--- config.mk ---
export PLATFORM = sky130hd
export DESIGN_NAME = regfile_sb
export DESIGN_NICKNAME = d
export VERILOG_FILES = /design/src/rtl/rf_pkg.sv /design/src/rtl/rf_scoreboard.sv /design/src/rtl/regfile_sb.sv
export SDC_FILE = /design/constraint.sdc
export NUM_CORES = 2
export LEC_CHECK = 0
export ABC_AREA = 0
export CELL_PAD_IN_SITES_DETAIL_PLACEMENT = 1
export CELL_PAD_IN_SITES_GLOBAL_PLACEMENT = 2
export CORE_MARGIN = 8
export CORE_UTILIZATION = 25
export CTS_BUF_LIST = sky130_fd_sc_hd__clkbuf_8
export DETAILED_ROUTE_END_ITERATION = 16
export GPL_TIMING_DRIVEN = 0
export PLACE_DENSITY_LB_ADDON = 0.1
export SLEW_MARGIN = 0
export SYNTH_ARGS = -nofsm -noshare
export SYNTH_HDL_FRONTEND = slang
export SYNTH_SLANG_ARGS = --single-unit
--- constraint.sdc ---
create_clock -name clk -period 4.2 [get_ports clk]
set_clock_uncertainty 0.15 [all_clocks]
set_input_delay 1.26 -clock clk [delete_from_list [all_inputs] [get_ports clk]]
set_output_delay 1.26 -clock clk [all_outputs]
set_load 0.1 [all_outputs]
--- src/rtl/rf_pkg.sv ---
// Shared register-file constants and helpers, reused by decode and hazard units.
//   RF_XLEN  : default register width
//   RF_NREGS : default architectural register count
//   rf_aw()  : address width needed for a register count (never below 1)
package rf_pkg;

  localparam int RF_XLEN  = 32;
  localparam int RF_NREGS = 32;

  function automatic int rf_aw(input int nregs);
    return (nregs <= 2) ? 1 : $clog2(nregs);
  endfunction

endpackage

--- src/rtl/rf_scoreboard.sv ---
// Pending-bit scoreboard: one bit per register, set at issue, cleared at writeback.
// Ports:
//   clk, rst_n          clock, async active-low reset
//   iss_en, iss_addr    destination being issued (sets pending)
//   wb_en, wb_addr      register being written back (clears pending)
//   flush               clears every pending bit, drops a concurrent issue
//   pending             registered pending vector
//   any_busy            OR of all pending bits
module rf_scoreboard
  import rf_pkg::*;
#(
  parameter int NREGS    = RF_NREGS,
  parameter int ZERO_REG = 1,
  localparam int AW      = rf_aw(NREGS)
) (
  input  logic             clk,
  input  logic             rst_n,
  input  logic             iss_en,
  input  logic [AW-1:0]    iss_addr,
  input  logic             wb_en,
  input  logic [AW-1:0]    wb_addr,
  input  logic             flush,
  output logic [NREGS-1:0] pending,
  output logic             any_busy
);

  logic [NREGS-1:0] pending_nxt;
  logic             iss_ok;

  assign iss_ok = iss_en && !((ZERO_REG != 0) && (iss_addr == '0));

  // Clear before set so a new producer issued on the retiring register wins.
  always_comb begin
    pending_nxt = pending;
    if (flush) begin
      pending_nxt = '0;
    end else begin
      if (wb_en)  pending_nxt[wb_addr]  = 1'b0;
      if (iss_ok) pending_nxt[iss_addr] = 1'b1;
    end
  end

  always_ff @(posedge clk or negedge rst_n) begin
    if (!rst_n) pending <= '0;
    else        pending <= pending_nxt;
  end

  assign any_busy = |pending;

endmodule

--- src/rtl/regfile_sb.sv ---
// Parametrised integer register file with write-to-read bypass and scoreboard.
// Ports:
//   clk, rst_n                 clock, async active-low reset
//   ra      [NRD*AW]           read addresses, port i at [i*AW +: AW]
//   rdata   [NRD*XLEN]         combinational read data, port i at [i*XLEN +: XLEN]
//   rbusy   [NRD]              read register has a pending producer
//   wb_en, wb_addr, wb_data    writeback
//   iss_en, iss_addr           issue of an instruction writing iss_addr
//   flush                      clears all pending bits
//   any_busy                   OR of all pending bits (no bypass masking)
module regfile_sb
  import rf_pkg::*;
#(
  parameter int XLEN     = RF_XLEN,
  parameter int NREGS    = RF_NREGS,
  parameter int NRD      = 2,
  parameter int BYPASS   = 1,
  parameter int ZERO_REG = 1,
  localparam int AW      = rf_aw(NREGS)
) (
  input  logic                clk,
  input  logic                rst_n,
  input  logic [NRD*AW-1:0]   ra,
  output logic [NRD*XLEN-1:0] rdata,
  output logic [NRD-1:0]      rbusy,
  input  logic                wb_en,
  input  logic [AW-1:0]       wb_addr,
  input  logic [XLEN-1:0]     wb_data,
  input  logic                iss_en,
  input  logic [AW-1:0]       iss_addr,
  input  logic                flush,
  output logic                any_busy
);

  logic [XLEN-1:0]  regs [NREGS];
  logic [NREGS-1:0] pending;
  logic             wr_ok;

  assign wr_ok = wb_en && !((ZERO_REG != 0) && (wb_addr == '0));

  always_ff @(posedge clk or negedge rst_n) begin
    if (!rst_n) begin
      for (int r = 0; r < NREGS; r++) regs[r] <= '0;
    end else if (wr_ok) begin
      regs[wb_addr] <= wb_data;
    end
  end

  rf_scoreboard #(
    .NREGS    (NREGS),
    .ZERO_REG (ZERO_REG)
  ) u_sb (
    .clk      (clk),
    .rst_n    (rst_n),
    .iss_en   (iss_en),
    .iss_addr (iss_addr),
    .wb_en    (wb_en),
    .wb_addr  (wb_addr),
    .flush    (flush),
    .pending  (pending),
    .any_busy (any_busy)
  );

  // Busy lookup sits here so the bypass that forwards data also masks busy.
  for (genvar gi = 0; gi < NRD; gi++) begin : g_rd
    logic [AW-1:0] addr;
    logic          is_zero;
    logic          is_byp;

    assign addr    = ra[gi*AW +: AW];
    assign is_zero = (ZERO_REG != 0) && (addr == '0);
    assign is_byp  = (BYPASS != 0) && wb_en && (wb_addr == addr);

    assign rdata[gi*XLEN +: XLEN] = is_zero ? '0 : (is_byp ? wb_data : regs[addr]);
    assign rbusy[gi]              = !is_zero && !is_byp && pending[addr];
  end

endmodule
Yosys cells after proc, flatten, opt, wreduce, memory -nomap -nowiden
Cells that the tools add are included.
Word-level totals
  flip-flop bits (word level): 1056
  output and inout bits: 67
  logic and storage cells: 98
Operators by class
  $lt $le $gt $ge: 10
  equal/unequal tests: 2
  mux-type cells: 25
  bitwise logic cells: 6
  reductions and logical operators: 22
Operator list (number)
  $bwmux 1024: 1
  $mux 32: 13
  $bmux 32 s5: 2
  $demux 32 s5: 1
  $and 32x32->32: 1
  $not 32->32: 1
  $or 32x32->32: 1
  $reduce_or 32->1: 1
  $lt 5x6->1 const B: 4
  $logic_not 5->1: 4
  $ge 6x6->1 const B: 3
  $not 5->6: 3
  $logic_and 1x1->1: 11
  $bmux 1 s5: 2
  $demux 1 s5: 2
  $eq 5x5->1: 2
  $ge 5x1->1 const B: 2
  $logic_not 1->1: 6
  $lt 6x1->1 const B: 1
  $mux 1: 4

Depth between registers and ports, before layout
  depth after elaboration: 11
  gate-level depth with buffers: 11

Cells and area by module
From an unflattened synthesis, not the netlist that was laid out.
Unflattened totals
  cells, all modules: 4026
  area, all modules: 57320.0 µm²
By module, submodules not included
  regfile_sb: instances 1, cells each 3857, area an instance 55703.4 µm²
  rf_scoreboard: instances 1, cells each 169, area an instance 1616.6 µm²

Worst setup path before layout
OpenSTA, ideal clock, no wires.
  path type: input to output
  start: input ra[5]
  end: output rdata[47]
  data arrival time: 4.587 ns
  required time: 2.790 ns
  path slack: -1.797 ns
  cell stages on the path: 9
  path through: buf_4 buf_4 buf_4 buf_6 mux2_2 o22ai_1 nor4_1 nor3_1 nor3_1
Between the ends
  cells in the longest elaborated chain, start to end: 6
Ends and longest elaborated chain
  start, declared: line regfile_sb.sv:23  | input logic [NRD*AW-1:0] ra,
  $not 5->6 (implied by the code): line regfile_sb.sv:74  | assign rdata[gi*XLEN +: XLEN] = is_zero ? '0 : (is_byp ? wb_data : regs[addr]);
  $bmux 32 s5: line regfile_sb.sv:74
  $mux 32 (implied by the code) (2 in a row): line regfile_sb.sv:74
  $mux 32: line regfile_sb.sv:74
  $mux 32 *: line regfile_sb.sv:74
  end, declared: line regfile_sb.sv:24  | output logic [NRD*XLEN-1:0] rdata,
Mark *: on every way between the ends. The rest lies on a longest branch, timed or not. The select of a mux whose other input is x is not followed.

Final worst setup path
  start: input ra[0]
  end: output rdata[15]
Same word-level chain as after synthesis.

==> flow_metrics.tcl <==
set metrics [dict create \
    coreArea_sq_um 226400 \
    p_leak_nw 31.31 \
    n_fill_cell 23530 \
    finish.instance_area_sq_um 73970 \
    syn_to_final_growth_pct 30.50 \
    maxSlewViolCount 0 \
    clkTransAtPathRegs_ns 0.06 \
    arrival_ns 3.66 \
    portBuffers 113 \
    post_drt_wl_per_cell_um 39.29 \
    period_share_pct 120.6 \
    placed_cell_area_sq_um 63190 \
    rsz0062_at_grt "yes" \
    synth_top_cell_area_share_pct 46.62 \
    drv_cap 0 \
    cts_sinks 1056 \
    netlist_area_sq_um 56690 \
    wirelength_mm 300.8 \
    dp_slack_ns -4.271 \
    globalRoute.totalOverflow 0 \
    status "finished with violations" \
    violations "negative setup slack" \
    setup_slack_ns -0.8669 \
    ant_nets 0 \
    synth_area_leaders "dfrtp_1 (47%), mux2_2 (20%), mux4_2 (17%)" \
    ys_seq_elements 1056 \
    hold_viol 0 \
    pin_count 124 \
    clockBufferDepth 3 \
    worst_pin_slew_ns 1.466 \
    rows 175 \
    powerDensity_nw_per_um2 450.0 \
    start_util_pct 25.04 \
    setup_viol 66 \
    syn_nets 4011 \
    startpoint_type "input pin" \
    multi_input_area_sq_um 30610 \
    dr.pass1.iters 7 \
    synth_warnings 0 \
    synth_area_leader_cell "dfrtp_1" \
    antenna_found_initial 11 \
    drt-vias-per-instance 5.337 \
    gp_congestion 0.8190 \
    worst_hold_slack_ns 0.3289 \
    cts_tree "done" \
    hold_class "flop to flop" \
    grt_max_degree 162 \
    vdd_ir_drop_max_mv 0.2296 \
    numCtsBuffers 211 \
    critPathKind "input pin to output pin" \
    postSynthAreaPerCell_sq_um 14.34 \
    ys_seq_area_share_pct 46.62 \
    dieWidth_um 492.2 \
    regArea_sq_um 26430 \
    worst_skew_pair.late_latency_ns 0.98 \
    drive_gt1_share_pct 55.55 \
    route.detailed.drc 0 \
    die-area_sq_um 242200 \
    crit_path_end_kind "output pin" \
    htreeDepth 4 \
    yosysUniqueCellTypes 58 \
    vias 40860 \
    synthCells 3954 \
    grt.total_usage_pct 24.25 \
    fin_crit_ns 5.067 \
    finish.net_count 4527 \
    drt_iter0_markers 2535 \
    cp_data_required_time_ns 2.79 \
    cts_root_buf "clkbuf_8" \
    die-height_um 492.2 \
    fmax_mhz 197.4 \
    path_max_fanout 8 \
    grt_pass1_wl_mm 405.1 \
    dp_hpwl_mm 206.7 \
    grt_pass1_vias 44000 \
    slew_headroom_pct 2.245 \
]
## stage by stage
step,cells,TNS [ns],util (%),power (mW)
after global placement,7076,-,27.72,21.23
after CTS,7577,-51.15,31.95,33.38
after floorplan,3954,-20.50,-,18.51
after global routing,7649,-52.00,32.66,34.77
final,7656,-49.80,32.67,33.29
after detailed placement,7092,-403.70,27.91,21.38
## repair_timing
action | in CTS | in global routing
setup buffers | 112 | 65
gates cloned | 4 | 8
pin swaps | 104 | 74
hold buffers | 1 | 0
endpoints found under the hold margin | 60 | 0
endpoints found under the setup margin | 67 | 66
gates resized for setup | 1280 | 177
## layout by cell type, fill, tap and decap left out, types with 52 or more instances in the layout
cell type,instances
buf_12,144
mux2i_1,216
inv_1,78
a22oi_1,52
mux4_2,417
dfrtp_1,1056
clkbuf_8,310
nor2_1,74
mux2_2,995
buf_4,106
nand2_1,56
clkbuf_1,157
o22ai_1,52
buf_16,55
## flip-flops by register name (all words and copies together) (netlist names)
signal,count
regs,1024
u_sb.pending,32
## path summary, 6_finish.rpt
check | cells past startpoint | to | start | slack [ns]
setup / recovery | 11 | rdata[15] | ra[0] | -0.87
hold / removal | 1 | regs[1019] | regs[1019] | 0.33
setup reg to reg | 2 | u_sb.pending[2] | u_sb.pending[2] | 3.20
hold reg to reg | 1 | regs[1019] | regs[1019] | 0.33
max in group asynchronous | 5 | regs[684] | rst_n | 0.90
min in group asynchronous | 2 | regs[292] | rst_n | 0.68
## cells by family after synthesis
group | synth area share (%)
and+or+nand+nor | 2.428
muxes | 40.72
buffers and inverters | 3.642
xor gates and xnor gates | 0.1545
AOI/OAI and AO/OA | 6.441
DFF | 46.62
## cell usage after synthesis, drive strengths merged
master   number
mux2       1013
or2           7
and3          3
o21ai        42
a21oi        83
dfrtp      1056
nor4b         2
nand2        59
nor4         27
o211ai       13
o21bai        2
a22o         73
a311oi        1
nor3         33
a22oi        66
mux4        417
o22ai        83
a211oi       18
a21boi        1
a211o         2
mux2i       228
inv           3
xnor2         6
nand3         9
nor2b        13
nor2         88
clkbuf      279
nand4         3
o221ai       33
buf         175
and3b         3
a221o         8
nor3b        10
nand3b        6
a2111oi      31
a32o          5
or3b          3
and2          3
xor2          4
a2bb2oi       1
a221oi       27
nand2b        9
a31oi         6
## power breakdown
part           total (mW)  internal [mW]  switching (mW)
logic                8.83           4.47            4.36
registers            13.5           12.1            1.45
clock network        10.9           5.77            5.16
## worst max-delay path, cell delays in order
cell,delay [ns]
buf_16,0.11
buf_16,0.16
buf_16,0.14
buf_6,0.11
buf_16,0.14
buf_12,0.12
mux4_2,0.53
a2111oi_4,0.54
a21oi_2,0.07
a22o_4,0.27
buf_12,0.17
## cell type report
cell class              count  share of cell area [%]
diodes                     13                 0.04398
plain buffers             443                   5.954
clock buffers             272                   5.061
clock inverters           105                  0.6800
inverters                   3                 0.01861
multi-input cells        2441                   41.38
flip-flops and latches   1056                   35.72
well taps                3009                   5.090
repair buffers            314                   6.050
## layer usage
metal	global-route usage [%]	up-vias	wire length, um
met1	32.14	22730	131100
met2	40.19	1148	142900
li1	-	16510	-
met4	8.816	4	13080
met3	3.809	466	13510
met5	0	-	217
(Power assumes the default switching activity.)
